**src/rtl/exec_alu_branch_unit.sv**
```systemverilog
// exec_alu_branch_unit
// ---------------------------------------------------------------------------
// Execute-stage datapath slice for the single-cycle ARM core. Contains a
// WIDTH-bit ALU with N/Z/V/C flags, a clocked status-flag register, a PC+4
// adder and a branch-target adder fed by the scaled branch offset. All
// arithmetic is combinational; only the flag register holds state.
//
// Optional build macro: ALU_LOGIC_OPS_EN
//   defined   -> alu_op 100/101/110 perform AND/OR/XOR
//   undefined -> those codes return zero and no logic-op hardware is built
//
// Ports:
//   clk        in   clock, flag register updates on the rising edge
//   rst        in   asynchronous active-high reset (clears flags_q only)
//   a          in   ALU operand A (Rn)
//   b          in   ALU operand B (Rm or extended immediate)
//   alu_op     in   operation select (000 pass B, 010 add, 011 sub,
//                   100 and, 101 or, 110 xor, 001/111 zero)
//   flag_we    in   load {n,z,v,c} into flags_q at the next rising edge
//   pc         in   current program counter
//   br_offset  in   sign-extended branch offset in instructions
//   result     out  ALU result
//   n, z, v, c out  flags of the current operation
//   flags_q    out  registered flags {n,z,v,c}
//   pc_plus4   out  pc + 4
//   br_target  out  pc + (br_offset << BR_SHIFT)
// ---------------------------------------------------------------------------
module exec_alu_branch_unit #(
  parameter int WIDTH    = 64,
  parameter int BR_SHIFT = 2
) (
  input  logic             clk,
  input  logic             rst,
  input  logic [WIDTH-1:0] a,
  input  logic [WIDTH-1:0] b,
  input  logic [2:0]       alu_op,
  input  logic             flag_we,
  input  logic [WIDTH-1:0] pc,
  input  logic [WIDTH-1:0] br_offset,
  output logic [WIDTH-1:0] result,
  output logic             n,
  output logic             z,
  output logic             v,
  output logic             c,
  output logic [3:0]       flags_q,
  output logic [WIDTH-1:0] pc_plus4,
  output logic [WIDTH-1:0] br_target
);

  localparam logic [2:0] OpPassB = 3'b000;
  localparam logic [2:0] OpAdd   = 3'b010;
  localparam logic [2:0] OpSub   = 3'b011;
`ifdef ALU_LOGIC_OPS_EN
  localparam logic [2:0] OpAnd   = 3'b100;
  localparam logic [2:0] OpOr    = 3'b101;
  localparam logic [2:0] OpXor   = 3'b110;
`endif

  logic             isSub;
  logic             isArith;
  logic [WIDTH-1:0] adderB;
  logic [WIDTH:0]   adderSum;
  logic [WIDTH-1:0] brShifted;
  logic [3:0]       flagReg_d;
  logic [3:0]       flagReg_q;

  // One shared adder serves add and subtract: subtract is a + ~b + 1, so
  // the carry out directly means "no borrow" and the overflow test can
  // look at the actual adder inputs in both cases.
  assign isSub    = (alu_op == OpSub);
  assign isArith  = (alu_op == OpAdd) || isSub;
  assign adderB   = isSub ? ~b : b;
  assign adderSum = {1'b0, a} + {1'b0, adderB} + {{WIDTH{1'b0}}, isSub};

  always_comb begin
    result = '0;
    unique case (alu_op)
      OpPassB: result = b;
      OpAdd,
      OpSub:   result = adderSum[WIDTH-1:0];
`ifdef ALU_LOGIC_OPS_EN
      OpAnd:   result = a & b;
      OpOr:    result = a | b;
      OpXor:   result = a ^ b;
`endif
      default: result = '0;
    endcase
  end

  // Overflow: adder inputs agree in sign but the sum's sign differs.
  assign n = result[WIDTH-1];
  assign z = (result == '0);
  assign c = isArith & adderSum[WIDTH];
  assign v = isArith & (a[WIDTH-1] == adderB[WIDTH-1]) &
             (adderSum[WIDTH-1] != a[WIDTH-1]);

  // Offset is in instructions; shifting converts to bytes and drops the
  // top bits, which is harmless because the offset is sign-extended.
  assign brShifted = br_offset << BR_SHIFT;
  assign br_target = pc + brShifted;
  assign pc_plus4  = pc + WIDTH'(4);

  assign flagReg_d = flag_we ? {n, z, v, c} : flagReg_q;

  always_ff @(posedge clk or posedge rst) begin
    if (rst) begin
      flagReg_q <= 4'b0000;
    end else begin
      flagReg_q <= flagReg_d;
    end
  end

  assign flags_q = flagReg_q;

endmodule

```
**config.mk**
```make
export PLATFORM = sky130hd
export DESIGN_NAME = exec_alu_branch_unit
export DESIGN_NICKNAME = d
export VERILOG_FILES = /design/src/rtl/exec_alu_branch_unit.sv
export SDC_FILE = /design/constraint.sdc
export NUM_CORES = 1
export LEC_CHECK = 0
export ABC_AREA = 1
export BUFFER_PORTS_ARGS = -buffer_cell sky130_fd_sc_hd__buf_4
export CORE_AREA = 2 2 179 181
export CTS_CLUSTER_DIAMETER = 100
export CTS_CLUSTER_SIZE = 24
export DETAILED_ROUTE_END_ITERATION = 16
export DIE_AREA = 0 0 181 183
export GPL_TIMING_DRIVEN = 0
export PLACE_DENSITY = 0.69
export SLEW_MARGIN = 20
export SYNTH_ARGS = -nofsm -noshare
export SYNTH_HDL_FRONTEND = slang
export SYNTH_SLANG_ARGS = --single-unit
```
**constraint.sdc**
```tcl
create_clock -name clk -period 7.7 [get_ports clk]
set_clock_uncertainty 0.05 [all_clocks]
set_input_delay 0.385 -clock clk [delete_from_list [all_inputs] [get_ports clk]]
set_output_delay 0.385 -clock clk [all_outputs]
set_load 0.02 [all_outputs]
```
==> metrics.md <==
| Metric | Value |
|---|---|
| DR vias/cell | `5.42` |
| Buffers & Inverters on Critical Path | `6` |
| DR vias | `18,440` |
| Xor/xnor share of the synthesized area | `12.3%` |
| Worst R2R End | `flags_q[3]` |
| #FFs+latches synth | `4` |
| Outcome | `finished clean` |
| Critical path arrival | `5.05 ns` |
| Die W | `181 um` |
| Adder-cell share of the synthesized area | `13.3%` |
| Drt wl/cell | `18.9 um` |
| Rel. slew slack | `24.0%` |
| Cells on worst reg2reg path | `2` |
| R2r setup slk | `7.03 ns` |
| Port Buffers | `457` |
| Peak per-stage delay on the critical path | `0.88 ns` |
| Hpwl dp | `57.1 mm` |
| Total Nets Final | `3,403` |
| Drt pass-1 iters | `6` |
| Synth Area in Compound Gates | `14.1%` |
| Leakage | `0.00967 uW` |
| Clk_lat worst skew | `0.23 ns` |
| Syn avg cell area | `5.14 um2` |
| Number of global-route vias before repair | `17,609` |
| WL final | `64.2 mm` |
| Fillers | `3,376` |
| Clock slew at reported path FFs | `0.03 ns` |
| Final GP Congestion | `1.06` |
| Crit path depth | `26` |
| RSZ-0062 raised after global routing | `no` |
| Async SR Flop Fraction | `100%` |
| Most frequent cells in the layout | `820 x nand2_1, 463 x inv_1, 462 x buf_4, 264 x nor2_1, 164 x a21oi_1` |
| CTS resizes | `0` |
| Initial Util | `41.8%` |
| Setup crit end kind | `output port` |
| CTS max path bufs | `2` |
| Power Density | `105 nW/um2` |
| Setup crit end | `z` |
| R2r startpoint | `flags_q[3]` |
| Largest register FFs | `4` |
| CTS buffer count | `3` |
| Area post-placement | `17,000 um2` |
| H-tree depth | `1` |
| Critical path's slowest cell | `buf_1` |
| Critical setup path kind | `primary input to output port` |
| Setup TNS | `0 ns` |
| Initial antenna violation count | `1` |
| Detailed-route DRC error count | `0` |
| Count of different cell masters after synthesis | `55` |
| Largest net degree at the start of global routing | `11` |
| Number of synthesized flops with an enable pin | `0` |
| Yosys warning total | `0` |
| Mapped Cells | `2,541` |
| Die area | `33,100 um2` |
| Largest family of logic cells by synthesized area | `simple AND/OR/NAND/NOR gates` |
| Synthesized area | `13,100 um2` |
| Final setup vio count | `0` |
| Vert. Die Dim | `183 um` |
| CP delay by family, top | `simple AND/OR/NAND/NOR gates` |
| Total Routing Usage GR | `36.8%` |
| Num rows | `65` |
| Synth Net Count | `2,941` |
| Maxcap violations | `0` |
| Launch point of the worst path | `alu_op[1]` |
| Core ar. | `31,200 um2` |
| Max FO, Critical Path | `10` |
| Global route overflow | `0` |
| Antenna-violating nets left | `0` |
| CTS Hold Bufs | `0` |
| Fin crit period | `5.48 ns` |
| Layout cell share with drive strength beyond 1 | `17.2%` |
| Setup bufs post-CTS | `0` |
| Max Slew Vio Count | `0` |
| Synth Area in Simple Gates | `45.1%` |
| Area delta synth->final | `30.7%` |
| Final instance area | `17,100 um2` |
| Max VDD drop | `0.0724 mV` |
| TritonCTS clock tree | `built` |
| Sequential share of the synthesized area | `0.766%` |
| Number of hold violations in the final report | `0` |
| Worst slew pin tran | `1.14 ns` |
| Sink Count | `4` |
| Worst Setup Start Kind | `primary input` |
| Max Freq | `182 MHz` |
| Post-synthesis mux area share | `0%` |
| Clk root buf | `clkbuf_16` |
| Required time of the critical path | `7.26 ns` |
| Final Cycle Share | `71.2%` |
| Initial drt markers | `1,535` |
| Commonest non-fill, non-tap cell in the layout | `nand2_1` |
| Ports | `462` |
| Util after Layout | `54.7%` |
| Most frequent CP cell | `nand2_1` |
| Top_reg_cell synth | `dfrtp_1` |
| First-pass GRT wire length | `95.5 mm` |
| Tightest Hold Check Type | `primary input to async pin` |
[routing by layer]
layer,part of all wire [%],up-vias,GRT usage (%)
li1,-,8980,-
met1,42,8349,47.8
met2,44,963,61.2
met3,8.8,148,3.73
met4,5.3,0,18.1
met5,0,-,0
[area by class of cell]
type	instances	area [um2]	area share [%]
inverter	472	1770	10.4
multi-input combinational	2041	11100	64.9
tap	402	503	2.95
timing repair buffer	457	3430	20.1
sequential	4	100	0.586
clock buffer	3	75.1	0.440
buffer	24	111	0.652
antenna	1	2.50	0.0147
[worst reg2reg max path: stages (launching register included)]
cell and delay, ns:
dfrtp_1 0.37, nand2_1 0.07, nand2_1 0.06
[power breakdown]
group / internal, uW / total, uW / switching [uW]
logic: 609 / 1690 / 1080
registers: 22.6 / 23.4 / 0.791
clock network: 66.6 / 83.4 / 16.9
[synthesized netlist by cell type, types with 3 or more instances]
library cell	count	share of area, %
o22ai_1	3	0.14
xor2_1	110	7.4
a21o_1	4	0.23
nor3_2	6	0.46
clkbuf_1	10	0.29
o21ai_2	5	0.34
nand3b_1	15	0.86
a221oi_1	3	0.20
o21ai_0	68	2.6
nor3_1	46	1.8
nor2_2	7	0.34
nor2_1	264	7.6
and2_1	3	0.14
o21ai_1	14	0.54
buf_4	5	0.29
nand2_2	4	0.19
ha_1	136	13
xnor2_1	73	4.9
nor2_4	4	0.34
nand3_2	3	0.23
a21boi_1	5	0.29
buf_1	7	0.20
o21a_1	12	0.69
a21oi_1	164	6.3
nand2_1	820	24
inv_2	8	0.23
a31oi_1	22	1.1
inv_1	463	13
o21bai_1	16	0.92
o211ai_1	4	0.23
nor4_1	21	1.0
nor4_2	3	0.29
nand3_1	145	5.6
nand4_1	35	1.7
dfrtp_1	4	0.77
[through the flow]
| stage | instances | setup slack [ns] | power [uW] | hold WS [ns] |
|---|---|---|---|---|
| 2_1_floorplan | 2541 | 3.96 | 1010 | 0.101 |
| 3_3_place_gp | 3400 | 2.50 | 1660 | 0.225 |
| 3_5_place_dp | 3400 | 2.45 | 1670 | 0.235 |
| 4_1_cts | 3403 | 2.44 | 1760 | 0.00298 |
| 5_1_grt | 3404 | 1.95 | 1940 | 0.0110 |
| 6_report | 3404 | 2.22 | 1800 | 0.000765 |
[worst min-delay path by stage]
stage,slack [ns],cells after the start,start,to
after global placement,0.23,2,rst,flags_q[2]
final,0.0008,2,rst,flags_q[2]
after detailed placement,0.23,2,rst,flags_q[2]
after CTS,0.003,2,rst,flags_q[3]
after floorplan,0.10,1,rst,flags_q[0]
after global routing,0.01,2,rst,flags_q[3]
[cell families (layout without fill, tap and decap cells)]
logic type | after synthesis | in the layout
AO/OA/AOI/OAI | 330 | 330
XOR/XNOR | 183 | 183
adder cells (fa/ha/maj) | 138 | 138
buffers and inverters | 496 | 956
flip-flops | 4 | 4
other | 0 | 1
AND/OR/NAND/NOR | 1390 | 1390
No activity file was read; power rests on OpenSTA's default activity.
